**config.mk**
```make
export PLATFORM = sky130hd
export DESIGN_NAME = mask_pack
export DESIGN_NICKNAME = d
export VERILOG_FILES = /design/src/rtl/mask_pack.sv
export SDC_FILE = /design/constraint.sdc
export NUM_CORES = 1
export LEC_CHECK = 0
export ABC_CLOCK_PERIOD_IN_PS = 2100
export CAP_MARGIN = 20
export CORE_UTILIZATION = 25
export DETAILED_ROUTE_END_ITERATION = 12
export GPL_TIMING_DRIVEN = 0
export PLACE_DENSITY = 0.51
export SKIP_LAST_GASP = 1
export SLEW_MARGIN = 0
export SYNTH_ARGS = -nofsm -noshare
export SYNTH_HDL_FRONTEND = slang
export SYNTH_SLANG_ARGS = --single-unit
```
**constraint.sdc**
```tcl
create_clock -name clk -period 2.1 [get_ports clk]
set_input_delay 0.42 -clock clk [delete_from_list [all_inputs] [get_ports clk]]
set_output_delay 0.42 -clock clk [all_outputs]
set_load 0.02 [all_outputs]
```
**src/rtl/mask_pack.sv**
```systemverilog
// -----------------------------------------------------------------------------
// mask_pack
//   Packs a stream of DW-bit lane values into NB-lane words. Lane placement is
//   dictated by a one-hot mask from an external mask generator, which this
//   block advances through shift_enable. A word goes to the output register
//   when the last lane is written, or as a partial word on flush. After a
//   partial word, the generator is walked back to lane 0 (REALIGN) before new
//   data is taken.
//
// Ports
//   clk          system clock, all state on the rising edge
//   n_rst        asynchronous active-low reset
//   in_data      lane data
//   in_valid     in_data valid
//   in_ready     lane value accepted at the edge where in_valid && in_ready
//   flush        single-cycle request to emit the partially assembled word
//   mask         one-hot lane select from the mask generator (bit 0 = lane 0)
//   shift_enable advances the mask generator by one lane
//   out_data     assembled word, lane i at [i*DW +: DW]
//   out_strobe   lanes of out_data holding valid data
//   out_valid    out_data/out_strobe valid
//   out_ready    word consumed at the edge where out_valid && out_ready
//   mask_err     sticky flag: mask was seen not exactly one-hot
// -----------------------------------------------------------------------------
module mask_pack #(
  parameter int NB = 8,
  parameter int DW = 8
) (
  input  logic             clk,
  input  logic             n_rst,
  input  logic [DW-1:0]    in_data,
  input  logic             in_valid,
  output logic             in_ready,
  input  logic             flush,
  input  logic [NB-1:0]    mask,
  output logic             shift_enable,
  output logic [NB*DW-1:0] out_data,
  output logic [NB-1:0]    out_strobe,
  output logic             out_valid,
  input  logic             out_ready,
  output logic             mask_err
);

  typedef enum logic {
    FILL    = 1'b0,
    REALIGN = 1'b1
  } state_e;

  state_e             state_q,      state_d;
  logic [NB*DW-1:0]   asm_data_q,   asm_data_d;
  logic [NB-1:0]      asm_flags_q,  asm_flags_d;
  logic               pending_q,    pending_d;
  logic [NB*DW-1:0]   out_data_q,   out_data_d;
  logic [NB-1:0]      out_strobe_q, out_strobe_d;
  logic               out_valid_q,  out_valid_d;
  logic               mask_err_q,   mask_err_d;

  logic out_free;
  logic accept;

  // The output register can take a new word if it is empty or being drained
  // at this same edge.
  assign out_free = !out_valid_q || out_ready;

  // Handshake outputs are also gated by n_rst so they read 0 throughout reset,
  // independent of what the mask input is doing.
  assign in_ready = n_rst && (state_q == FILL) && !pending_q && !mask_err_q &&
                    !(mask[NB-1] && !out_free);

  assign accept = in_valid && in_ready;

  assign shift_enable = n_rst && !mask_err_q &&
                        (((state_q == FILL) && accept) ||
                         ((state_q == REALIGN) && !mask[0]));

  // NOTE: every signal written here gets its default first, so no path leaves
  // a value unassigned and no latch is inferred.
  always_comb begin
    state_d      = state_q;
    asm_data_d   = asm_data_q;
    asm_flags_d  = asm_flags_q;
    pending_d    = pending_q;
    out_data_d   = out_data_q;
    out_strobe_d = out_strobe_q;
    out_valid_d  = out_valid_q;
    mask_err_d   = mask_err_q | !$onehot(mask);

    if (accept) begin
      for (int i = 0; i < NB; i++) begin
        if (mask[i]) asm_data_d[i*DW +: DW] = in_data;
      end
      asm_flags_d = asm_flags_q | mask;
    end

    if (accept && mask[NB-1]) begin
      // Last lane written: the merged word moves out whole.
      out_data_d   = asm_data_d;
      out_strobe_d = '1;
      out_valid_d  = 1'b1;
      asm_data_d   = '0;
      asm_flags_d  = '0;
    end else if (pending_q && out_free) begin
      // Partial word: unwritten lanes are already 0 because the assembly
      // register is cleared on every transfer.
      out_data_d   = asm_data_q;
      out_strobe_d = asm_flags_q;
      out_valid_d  = 1'b1;
      asm_data_d   = '0;
      asm_flags_d  = '0;
      pending_d    = 1'b0;
      state_d      = REALIGN;
    end else if (out_valid_q && out_ready) begin
      out_valid_d = 1'b0;
    end

    // Evaluated after the same-cycle accept so that byte joins the partial;
    // a flush that leaves nothing written (including one on the last lane) is
    // dropped.
    if (flush && (|asm_flags_d)) pending_d = 1'b1;

    if ((state_q == REALIGN) && mask[0]) state_d = FILL;
  end

  // NOTE: state registers use non-blocking assignments so every flop samples
  // the pre-edge values regardless of statement order.
  // NOTE: the assembly register is reset along with the control state so a
  // word interrupted by reset can never leak into the next one.
  always_ff @(posedge clk or negedge n_rst) begin
    if (!n_rst) begin
      state_q      <= FILL;
      asm_data_q   <= '0;
      asm_flags_q  <= '0;
      pending_q    <= 1'b0;
      out_data_q   <= '0;
      out_strobe_q <= '0;
      out_valid_q  <= 1'b0;
      mask_err_q   <= 1'b0;
    end else begin
      state_q      <= state_d;
      asm_data_q   <= asm_data_d;
      asm_flags_q  <= asm_flags_d;
      pending_q    <= pending_d;
      out_data_q   <= out_data_d;
      out_strobe_q <= out_strobe_d;
      out_valid_q  <= out_valid_d;
      mask_err_q   <= mask_err_d;
    end
  end

  assign out_data   = out_data_q;
  assign out_strobe = out_strobe_q;
  assign out_valid  = out_valid_q;
  assign mask_err   = mask_err_q;

endmodule
```
# After elaboration in Yosys (flattened, before gate mapping)

Cells that the tools add are included.

ROM bits: 0
Bits in latches: 0
RAM bits: 0
Register bits: 148
Output and inout port bits: 76
Bits of input ports: 21
Memories: 0
Word-level logic and storage cells: 79

Shifts and indexed selects: 0
Mux-type cells: 27
Eq/ne operators: 3
Multiply operators: 0
Add/sub/neg operators: 7
Reduce and logical (&&, ||, !) cells: 31
$lt $le $gt $ge: 0
Divide/modulo/power cells: 0
Bitwise logic cells: 3

Operator list:

| kind                                                | number |
|---|---|
| two-way mux 64 bit                                  | 5 |
| two-way mux 8 bit                                   | 13 |
| logical AND 1 bit                                   | 15 |
| two-way mux 1 bit                                   | 9 |
| adder 1 x 1 -> 2 bit                                | 4 |
| OR 8 bit                                            | 1 |
| OR reduction 8 bit                                  | 1 |
| logical NOT 1 bit                                   | 7 |
| adder 2 x 2 -> 3 bit                                | 2 |
| nonzero test 2 bit                                  | 3 |
| adder 3 x 3 -> 4 bit                                | 1 |
| equality test 4 x 1 -> 1 bit, second input constant | 1 |
| != test 2 x 1 -> 1 bit, second input constant       | 2 |
| AND reduction 2 bit                                 | 2 |
| nonzero test 3 bit                                  | 1 |
| logical OR 1 bit                                    | 2 |
| inverter 1 bit                                      | 1 |
| OR 1 bit                                            | 1 |

# Depth between registers and ports, before layout

Gate-level depths: netlist of run 1.

Depth in word-level cells: 14
Gate-level depth with buffers: 12
Mapped depth without buffers: 11

# Worst setup path after synthesis of run 1

Ideal clock, no wire load.

Path kind: input-to-reg
Start: input port mask[0]
End: register mask_err_q (netlist: mask_err)
Stages: 12
Required time: 1.969 ns
Library setup time: 0.131 ns
Data arrival time: 3.520 ns
Setup slack: -1.552 ns
Path buffers: 1
Path through: clkbuf_1 inv_1 fa_1 fa_1 fa_1 inv_1 ha_1 inv_1 fa_1 a2111oi_0 a21oi_1 or3_1

Longest elaborated chain between the ends: 6

RTL lines:

| element                                    | line | text |
|---|---|---|
| from (decl)                                | 35   | `input logic [NB-1:0] mask,` |
| adder 1 x 1 -> 2 bit (implied by the code) | 86   | `mask_err_d = mask_err_q \| !$onehot(mask);` |
| adder 2 x 2 -> 3 bit (implied by the code) | 86   |  |
| adder 3 x 3 -> 4 bit (implied by the code) | 86   |  |
| equality test 4 x 1 -> 1 bit               | 86   |  |
| logical NOT 1 bit                          | 86   |  |
| OR 1 bit                                   | 86   |  |
| named net mask_err_d                       | 56   | `logic mask_err_q, mask_err_d;` |
| to (signal assigned)                       | 146  | `mask_err_q <= mask_err_d;` |
| to (decl)                                  | 56   |  |

The timed path passes the listed nets, and every way through them passes these cells.
A chain may end at the register's enable or synchronous reset.

# Final worst setup path of run 1

Ends and elaborated chain as after synthesis.

==> impl_metrics.py, run 1 <==
metrics = {
    "clock_tree": {
        "clk-insertion-delay-late_ns": 0.43,
        "cts_buf_count": 17,
        "cts.clk_slew.worst_paths_ns": 0.06,
        "cts-root-buf": "sky130_fd_sc_hd__clkbuf_16",
        "htree_levels": 4,
        "max-clock-path-buffers": 2,
        "cts_tree": "built",
        "clock_sink_count": 148,
    },
    "power_and_ir_drop": {
        "fin_total_pwr_mw": 8.50,
        "power-per-cell-area_nw_per_um2": 963,
        "peakVddDrop_v": 0.000451,
        "leakagePower_nw": 4.72,
    },
    "floorplan": {
        "rows": 58,
        "die_area_um2": 26200,
        "core-area_um2": 25100,
        "io_pins": 97,
        "dieHeight_um": 162,
        "effective_utilization_at_floorplan": 0.254,
        "floorplan.die.width_um": 162,
    },
    "worst_setup_path": {
        "reg2reg_from": "mask_err",
        "type_of_the_worst_setup_path": "in -> reg",
        "worst-r2r-cell-count": 6,
        "crit_required_ns": 2.41,
        "cp_max_fo": 10,
        "critPathArrivalTime_ns": 3.35,
        "minimum_setup_slack_among_reg_to_reg_paths_ns": 0.13,
        "startpoint_type": "primary input",
        "worst_r2r_endpoint": "out_data[9]",
        "timing.critical_path.to_type": "flip-flop",
    },
    "run": {
        "max_capacitance_violation_count": 0,
    },
    "sta": {
        "finalSetupTns_ns": -1.32,
        "finalCritPeriodShare": 1.45,
        "timing.max_slew.rel_slack": 0.404,
        "timing_hold_violations_final": 0,
        "final_critical_path_setup_slack_ns": -0.943,
        "unrepaired_setup_endpoints_after_global_routing": "yes",
        "finalSetupViolations": 3,
        "worst-slew-pin-transition_ns": 0.894,
        "fmax_mhz": 329,
        "min_period_ns": 3.04,
        "timing.final.max_slew_violations": 0,
        "finalClockSkew_ns": 0.00509,
    },
    "status": {
        "result_of_the_run": "complete, but fails checks",
        "violations": "negative setup slack",
    },
    "logic_synthesis": {
        "synth_sequential_area_ratio": 0.580,
        "yosys_most_used_dff": "sky130_fd_sc_hd__dfrtp_1",
        "ys_ff_latch": 148,
        "post_synth_edffs": 0,
        "mappedNetlistArea_um2": 6390,
        "post_synth_arst_share": 1.00,
        "ys_types": 33,
        "syn_inst_count": 541,
        "synth-warning-count": 0,
        "synth.largest_area_cell": "sky130_fd_sc_hd__dfrtp_1",
        "synth_top_area_share": 0.580,
        "synth_nets": 569,
        "synth.avg_cell_area_um2": 11.8,
        "synth.area.top_cells": "sky130_fd_sc_hd__dfrtp_1 (58%), sky130_fd_sc_hd__a221o_1 (8.8%), sky130_fd_sc_hd__mux2i_1 (8.8%), sky130_fd_sc_hd__and3_1 (6.4%), sky130_fd_sc_hd__nor2_1 (3.4%)",
    },
    "finish": {
        "area_growth_pct": 38.1,
        "ff_latch_area_um2": 3700,
        "final_cell_area_um2": 8820,
        "layout.cells.non_filler": 1017,
        "post-route-util": 0.351,
        "multi_input_area_um2": 2430,
        "layout_commonest_cell": "sky130_fd_sc_hd__dfrtp_1",
        "final_cell_mix": "sky130_fd_sc_hd__dfrtp_1 (147), sky130_fd_sc_hd__clkdlybuf4s50_1 (88), sky130_fd_sc_hd__and3_1 (65)",
        "layout-drive-gt1-share": 0.152,
        "fillers": 2532,
        "num-nets-final": 703,
    },
    "global_routing": {
        "global_route.overflow_total": 0,
        "number_of_antenna_violations_at_the_first_check_in_global_routing": 0,
        "first_global_vias": 5131,
        "grt_first_pass_wirelength_um": 32200,
        "grtUsageTotal": 0.168,
        "grt_start_max_net_pins": 34,
    },
    "hold_path": {
        "timing.hold.worst.class": "in -> async",
    },
    "route": {
        "vias": 4884,
        "first_pass_iters": 5,
        "route.antenna.remaining_nets": 0,
        "first_iter_violations": 410,
        "total_wirelength_of_the_detailed_routed_design_um": 20900,
        "routedWlPerCell_um": 20.5,
        "drt-vias-per-instance": 4.80,
        "drc": 0,
    },
    "placement": {
        "globalplace.congestion": 0.760,
        "detailedPlacementHpwl_um": 13400,
        "buffers_added_on_ports": 96,
        "dpl-instance-area_um2": 7880,
        "numPlacedInstances": 969,
    },
}
## per-stage QoR
stage               setup WS [ns]  hold slack (ns)
global route                -1.03           0.0407
floorplan                   -1.19            0.124
detailed placement          -2.01            0.335
CTS                        -0.959           0.0399
global placement            -6.71            0.479
finish                     -0.943           0.0453
## layout make-up
cell class                      instances  area share
Timing Repair Buffer                  116       0.143
Clock inverter                         11      0.0180
Tap cell                              330      0.0468
Inverter                               22     0.00964
Sequential cell                       148       0.420
Antenna cell                            1    0.000284
Multi-Input combinational cell        321       0.275
Buffer                                 49      0.0357
Clock buffer                           19      0.0513
## critical path, stage by stage
cell and delay (ns):
sky130_fd_sc_hd__buf_4 0.12, sky130_fd_sc_hd__clkbuf_16 0.15, sky130_fd_sc_hd__inv_4 0.04, sky130_fd_sc_hd__fa_1 0.55, sky130_fd_sc_hd__fa_1 0.42, sky130_fd_sc_hd__fa_1 0.43, sky130_fd_sc_hd__inv_1 0.07, sky130_fd_sc_hd__ha_2 0.18
sky130_fd_sc_hd__inv_2 0.04, sky130_fd_sc_hd__fa_2 0.36, sky130_fd_sc_hd__a2111oi_4 0.19, sky130_fd_sc_hd__a21oi_1 0.05, sky130_fd_sc_hd__or3_1 0.31
## worst max path at each step
| stage | startpoint | endpoint | cells after the start |
|---|---|---|---|
| 2_1_floorplan | mask[0] | mask_err | 12 |
| 3_3_place_gp | n_rst | shift_enable | 6 |
| 3_5_place_dp | mask[0] | mask_err | 13 |
| 4_1_cts | mask[0] | mask_err | 13 |
| 5_1_grt | mask[0] | mask_err | 13 |
| 6_report | mask[0] | mask_err | 13 |
## logic make-up (layout without fill, tap and decap cells)
group | Yosys count | count (layout) | synth area share
and+or+nand+nor | 166 | 166 | 0.136
muxes | 56 | 56 | 0.0877
AOI/OAI and AO/OA | 92 | 92 | 0.127
other | 0 | 1 | 0
adders and majority gates | 7 | 7 | 0.0184
buffers and inverters | 72 | 217 | 0.0513
DFF | 148 | 148 | 0.580
## routing by layer
metal  vias to the layer above  track usage  part of all wire
met3                        14       0.0388             0.043
met1                      2491        0.238              0.49
met4                         0       0.0416            0.0095
li1                       2252            -                 -
met5                         -            0                 0
met2                       127        0.257              0.46
## synthesized netlist by cell type (2+ instances only)
| library cell | instances |
|---|---|
| sky130_fd_sc_hd__a221o_1 | 56 |
| sky130_fd_sc_hd__a21oi_1 | 9 |
| sky130_fd_sc_hd__dfrtp_1 | 148 |
| sky130_fd_sc_hd__inv_1 | 22 |
| sky130_fd_sc_hd__nand3_1 | 9 |
| sky130_fd_sc_hd__mux2i_1 | 56 |
| sky130_fd_sc_hd__and3_1 | 65 |
| sky130_fd_sc_hd__o21ai_1 | 6 |
| sky130_fd_sc_hd__ha_1 | 3 |
| sky130_fd_sc_hd__a22oi_1 | 8 |
| sky130_fd_sc_hd__nor2_1 | 58 |
| sky130_fd_sc_hd__buf_6 | 5 |
| sky130_fd_sc_hd__nor4_1 | 3 |
| sky130_fd_sc_hd__nand2_1 | 12 |
| sky130_fd_sc_hd__nand4_1 | 9 |
| sky130_fd_sc_hd__nand2b_1 | 2 |
| sky130_fd_sc_hd__a2bb2oi_1 | 7 |
| sky130_fd_sc_hd__and2_1 | 2 |
| sky130_fd_sc_hd__buf_2 | 16 |
| sky130_fd_sc_hd__fa_1 | 4 |
| sky130_fd_sc_hd__clkbuf_1 | 29 |
## flip-flops by register name, indices dropped and copies added, names as in the netlist
| name | cells |
|---|---|
| out_data | 64 |
| mask_err | 1 |
| pending_q | 1 |
| out_valid | 1 |
| state_q | 1 |
| asm_flags_q | 8 |
| asm_data_q | 64 |
| out_strobe | 8 |
## power breakdown
part	total (mW)	switching (mW)	internal, mW
Combinational	2.14	1.37	0.768
Sequential	3.14	0.116	3.03
Clock	3.21	1.19	2.02
Total	8.50	2.67	5.82
## timing repair
action,CTS,global route
pin swaps,6,0
buffers inserted,12,0
hold endpoints to repair,33,0
cloned,4,0
resized for setup,42,17
hold buffers,2,0
endpoints found under the setup margin,149,136
Note: power is estimated with default switching activity, not from simulation.
==> inputs of run 2 (changes only) <==
Settings changed: CELL_PAD_IN_SITES_DETAIL_PLACEMENT from default to 1, CELL_PAD_IN_SITES_GLOBAL_PLACEMENT from default to 1, PLACE_DENSITY 0.51 to default, PLACE_DENSITY_LB_ADDON from default to 0.1, REMOVE_ABC_BUFFERS from default to 1.
==> impl_metrics.py, run 2 (synthesis results as in run 1) <==
metrics = {
    "power_and_ir_drop": {
        "leakagePower_nw": 4.96,
        "peakVddDrop_v": 0.000549,
        "power-per-cell-area_nw_per_um2": 964,
    },
    "finish": {
        "num-nets-final": 717,
        "diodes": 0,
        "final_cell_mix": "sky130_fd_sc_hd__dfrtp_1 (147), sky130_fd_sc_hd__clkdlybuf4s50_1 (85), sky130_fd_sc_hd__and3_1 (57), sky130_fd_sc_hd__nor2_1 (57)",
        "layout.cells.non_filler": 1032,
        "fillers": 2697,
        "multi_input_area_um2": 2650,
        "ff_latch_area_um2": 3700,
        "layout_commonest_cell": "sky130_fd_sc_hd__dfrtp_1",
        "area_growth_pct": 48.8,
        "layout-drive-gt1-share": 0.217,
    },
    "route": {
        "route.antenna.remaining_nets": 0,
        "first_iter_violations": 241,
        "routedWlPerCell_um": 24.4,
        "vias": 5116,
        "drt-vias-per-instance": 4.96,
        "drc": 1,
        "first_pass_iters": 8,
        "total_wirelength_of_the_detailed_routed_design_um": 25100,
    },
    "clock_tree": {
        "cts_tree": "built",
        "clk-insertion-delay-late_ns": 0.42,
        "htree_levels": 4,
        "max-clock-path-buffers": 2,
        "cts-root-buf": "sky130_fd_sc_hd__clkbuf_16",
        "cts_buf_count": 17,
        "cts.clk_slew.worst_paths_ns": 0.06,
        "clock_sink_count": 148,
    },
    "sta": {
        "final_critical_path_setup_slack_ns": -0.791,
        "timing.max_slew.rel_slack": 0.342,
        "fmax_mhz": 346,
        "worst-slew-pin-transition_ns": 0.984,
        "timing_hold_violations_final": 0,
        "unrepaired_setup_endpoints_after_global_routing": "yes",
        "finalSetupViolations": 67,
        "finalClockSkew_ns": 0.00955,
        "finalCritPeriodShare": 1.38,
        "hold-worst-slack_ns": 0.0599,
        "timing.final.max_slew_violations": 0,
        "min_period_ns": 2.89,
    },
    "worst_setup_path": {
        "startpoint_type": "primary input",
        "cp_slowest_stage_delay_ns": 0.56,
        "cp_max_fo": 2,
        "critPathArrivalTime_ns": 3.19,
        "minimum_setup_slack_among_reg_to_reg_paths_ns": -0.46,
        "critPathTopFamily": "adder cells",
        "crit_required_ns": 2.40,
        "cpMostUsedCell": "sky130_fd_sc_hd__fa_1",
        "worstPathBufferInverterCount": 4,
        "path_cells": "buf_12 -> inv_4 -> fa_1 -> fa_1 -> fa_1 -> inv_2 -> ha_4 -> inv_2 -> fa_2 -> a2111oi_4 -> a21oi_1 -> or3_1",
        "slowest_stage": "sky130_fd_sc_hd__fa_1",
        "type_of_the_worst_setup_path": "in -> reg",
        "timing.critical_path.to_type": "flip-flop",
    },
    "floorplan": {
        "die_area_um2": 26200,
        "core-area_um2": 25100,
        "floorplan.die.width_um": 162,
        "rows": 58,
        "io_pins": 97,
        "dieHeight_um": 162,
        "effective_utilization_at_floorplan": 0.254,
    },
    "status": {
        "result_of_the_run": "complete, but fails checks",
        "violations": "design-rule violations, negative setup slack",
    },
    "global_routing": {
        "grt_start_max_net_pins": 40,
        "grt_util_met2": 0.321,
        "grtUsageTotal": 0.196,
        "grt_most_used_layer": "met2",
        "first_global_vias": 5739,
        "globalRouteMet1Util": 0.255,
        "global_route.usage.met3": 0.0347,
        "global_route.overflow_total": 0,
        "number_of_antenna_violations_at_the_first_check_in_global_routing": 2,
        "grt_first_pass_wirelength_um": 37100,
    },
    "placement": {
        "detailedPlacementHpwl_um": 12500,
        "globalplace.congestion": 0.686,
        "buffers_added_on_ports": 96,
        "numPlacedInstances": 922,
    },
    "hold_path": {
        "timing.hold.worst.class": "in -> async",
    },
    "run": {
        "max_capacitance_violation_count": 0,
    },
}
-- run 2: stage by stage --
stage               setup slack, ns   TNS, ns  instance area (µm²)  utilization  power (mW)
global route                 -0.873    -25.45                 9510        0.379        9.53
floorplan                     -1.48   -136.41                 6140            -        4.09
detailed placement            -2.60   -321.74                 7650        0.305        5.15
finish                       -0.791    -19.27                 9510        0.379        9.16
global placement             -11.31  -2249.15                 7520        0.299        4.94
CTS                          -0.804    -11.48                 9270        0.369        9.08
-- run 2: per-layer routing --
metal | vias to the layer above | part of all wire
met2 | 112 | 0.50
met1 | 2681 | 0.44
met5 | - | 0
met4 | 0 | 0.021
li1 | 2296 | -
met3 | 27 | 0.043
-- run 2: area by class of cell --
class,instances,area share
multi-input combinational,328,0.278
tap,330,0.0434
clock inverter,11,0.0134
inverter,22,0.00895
sequential,148,0.390
timing repair buffer,172,0.219
clock buffer,21,0.0474
-- run 2: path summary, 6_finish.rpt --
| path | startpoint | endpoint | cells past startpoint |
|---|---|---|---|
| setup / recovery | mask[3] | mask_err | 12 |
| setup reg to reg | pending_q | out_data[19] | 9 |
| max in group asynchronous | n_rst | out_data[53] | 2 |
| min in group clk | mask[0] | state_q | 4 |
| hold reg to reg | asm_data_q[61] | out_data[61] | 2 |
| hold / removal | n_rst | asm_data_q[31] | 2 |
-- run 2: worst reg2reg max path, stage by stage (launching register included) --
cell and delay (ns):
sky130_fd_sc_hd__dfrtp_2 0.42, sky130_fd_sc_hd__nor4b_4 0.30, sky130_fd_sc_hd__buf_4 0.17, sky130_fd_sc_hd__buf_6 0.10
sky130_fd_sc_hd__buf_6 0.09, sky130_fd_sc_hd__buf_6 0.09, sky130_fd_sc_hd__nand4_1 0.15, sky130_fd_sc_hd__buf_4 0.33
sky130_fd_sc_hd__o21ai_1 0.58, sky130_fd_sc_hd__a221o_1 0.26
-- run 2: timing repair --
action,CTS,global route
cloned,16,4
hold buffers,2,0
setup buffers,49,15
pin swaps,42,31
gates resized for setup,97,38
endpoints found under the setup margin,149,134
endpoints found under the hold margin,72,0
-- run 2: report_power, final --
part / switching (mW) / internal [mW]
combinational: 1.76 / 1.21
sequential: 0.130 / 3.03
clock: 1.25 / 1.79
==> inputs of run 3 (changes only) <==
Settings changed: ABC_CLOCK_PERIOD_IN_PS 2100 to 2900.
Clock period 2.1 ns to 2.9 ns, I/O delays scaled along.
==> impl_metrics.py, run 3 (synthesis results as in run 1) <==
metrics = {
    "status": {
        "result_of_the_run": "complete, but fails checks",
        "violations": "design-rule violations, negative setup slack",
    },
    "worst_setup_path": {
        "slowest_stage": "sky130_fd_sc_hd__fa_1",
        "cp_max_fo": 2,
        "path_cells": "buf_12 -> inv_4 -> fa_1 -> fa_1 -> fa_1 -> inv_2 -> ha_4 -> inv_2 -> fa_2 -> a2111oi_4 -> a21oi_1 -> or3_1",
        "worst_r2r_endpoint": "out_data[43]",
        "crit_required_ns": 3.19,
        "reg2reg_from": "pending_q",
        "minimum_setup_slack_among_reg_to_reg_paths_ns": 0.37,
        "worst-r2r-cell-count": 6,
        "cp_slowest_stage_delay_ns": 0.55,
        "critPathArrivalTime_ns": 3.30,
        "cpMostUsedCell": "sky130_fd_sc_hd__fa_1",
        "startpoint_type": "primary input",
        "type_of_the_worst_setup_path": "in -> reg",
        "timing.critical_path.to_type": "flip-flop",
    },
    "run": {
        "max_capacitance_violation_count": 0,
    },
    "sta": {
        "hold-worst-slack_ns": 0.0152,
        "min_period_ns": 3.01,
        "timing_hold_violations_final": 0,
        "timing.final.max_slew_violations": 0,
        "unrepaired_setup_endpoints_after_global_routing": "yes",
        "final_critical_path_setup_slack_ns": -0.112,
        "timing.max_slew.rel_slack": 0.362,
        "fmax_mhz": 332,
        "finalCritPeriodShare": 1.04,
        "finalClockSkew_ns": 0.00989,
        "finalSetupViolations": 1,
        "worst-slew-pin-transition_ns": 0.955,
    },
    "placement": {
        "globalplace.congestion": 0.686,
        "buffers_added_on_ports": 96,
        "pre_cts_ws_ns": -1.96,
        "numPlacedInstances": 922,
        "detailedPlacementHpwl_um": 12500,
    },
    "power_and_ir_drop": {
        "peakVddDrop_v": 0.000289,
        "power-per-cell-area_nw_per_um2": 698,
        "leakagePower_nw": 4.52,
        "fin_total_pwr_mw": 5.93,
    },
    "global_routing": {
        "grtUsageTotal": 0.171,
        "global_route.usage.met3": 0.0243,
        "grt_first_pass_wirelength_um": 33100,
        "global_route.overflow_total": 0,
        "grt_most_used_layer": "met2",
        "grt_start_max_net_pins": 73,
        "grt_util_met2": 0.290,
        "number_of_antenna_violations_at_the_first_check_in_global_routing": 1,
        "first_global_vias": 5282,
        "globalRouteMet1Util": 0.226,
    },
    "finish": {
        "diodes": 0,
        "num-nets-final": 653,
        "layout-drive-gt1-share": 0.105,
        "area_growth_pct": 33.1,
        "final_cell_mix": "sky130_fd_sc_hd__dfrtp_1 (148), sky130_fd_sc_hd__clkdlybuf4s50_1 (88), sky130_fd_sc_hd__and3_1 (65)",
        "fillers": 2747,
        "layout.cells.non_filler": 968,
        "post-route-util": 0.339,
        "layout_commonest_cell": "sky130_fd_sc_hd__dfrtp_1",
    },
    "clock_tree": {
        "htree_levels": 4,
        "cts-root-buf": "sky130_fd_sc_hd__clkbuf_16",
        "clock_sink_count": 148,
        "cts_buf_count": 17,
        "max-clock-path-buffers": 2,
        "cts_tree": "built",
        "cts.clk_slew.worst_paths_ns": 0.06,
        "clk-insertion-delay-late_ns": 0.42,
    },
    "floorplan": {
        "floorplan.die.width_um": 162,
        "io_pins": 97,
        "die_area_um2": 26200,
        "effective_utilization_at_floorplan": 0.254,
        "dieHeight_um": 162,
        "rows": 58,
        "core-area_um2": 25100,
    },
    "route": {
        "route.antenna.remaining_nets": 0,
        "routedWlPerCell_um": 21.8,
        "vias": 4700,
        "drt-vias-per-instance": 4.86,
        "first_iter_violations": 256,
        "drc": 1,
        "total_wirelength_of_the_detailed_routed_design_um": 21100,
        "first_pass_iters": 8,
    },
    "hold_path": {
        "timing.hold.worst.class": "in -> async",
    },
}
-- run 3: changes by cell type in the layout (fill, tap and decap cells not counted), sizes merged, moves of 2 or more --
| cell | previous run | this run |
|---|---|---|
| buf | 74 | 20 |
| clkdlybuf4s50 | 85 | 88 |
| nand2 | 16 | 13 |
| and4 | 3 | 1 |
| bufbuf | 5 | 3 |
| dlygate4sd2 | 3 | 1 |
| dlygate4sd3 | 2 | 0 |
| nor2 | 60 | 58 |
-- run 3: power by group --
part	total, mW	switching [mW]	internal [mW]
registers	2.29	0.100	2.19
logic	1.45	0.969	0.481
clock network	2.19	0.897	1.29
total	5.93	1.97	3.97
-- run 3: final cells by class --
| class | count | area [µm²] | area share |
|---|---|---|---|
| inverter | 22 | 85.1 | 0.0100 |
| tap | 330 | 413 | 0.0486 |
| sequential | 148 | 3700 | 0.436 |
| clock buffer | 21 | 450 | 0.0530 |
| clock inverter | 11 | 128 | 0.0150 |
| timing repair buffer | 115 | 1300 | 0.153 |
| multi-input combinational | 321 | 2420 | 0.285 |
-- run 3: how the worst max path moves through the flow --
stage	depth (start not counted)	start	slack, ns	endpoint
2_1_floorplan	4	n_rst	-0.82	out_data[0]
3_3_place_gp	5	n_rst	-10.67	out_data[0]
5_1_grt	12	mask[3]	-0.19	mask_err
4_1_cts	12	mask[3]	-0.16	mask_err
3_5_place_dp	12	mask[0]	-1.96	mask_err
6_report	12	mask[3]	-0.11	mask_err
-- run 3: stage by stage --
step                setup TNS, ns  area (µm²)
floorplan                  -47.27        6140
global placement         -2059.00        7520
detailed placement        -226.66        7650
CTS                        -0.164        8510
global route               -0.193        8500
finish                     -0.112        8500
-- run 3: timing repair --
item | 4_1_cts | 5_1_grt
endpoints found under the setup margin | 149 | 2
pin swaps | 7 | 2
cloned | 3 | 0
setup buffers | 11 | 0
hold buffers | 0 | 0
gates resized for setup | 47 | 5
-- run 3: per-layer routing --
metal,vias up,share of wire
met1,2473,0.46
met2,68,0.50
met4,0,0.0097
li1,2147,-
met3,12,0.025
met5,-,0
-- run 3: critical path, delay by kind of cell --
kind                     cells  cell delay [ns]
AO/OA/AOI/OAI                2             0.26
adder cells (fa/ha/maj)      5             1.91
buffers and inverters        4             0.23
AND/OR/NAND/NOR              1             0.31
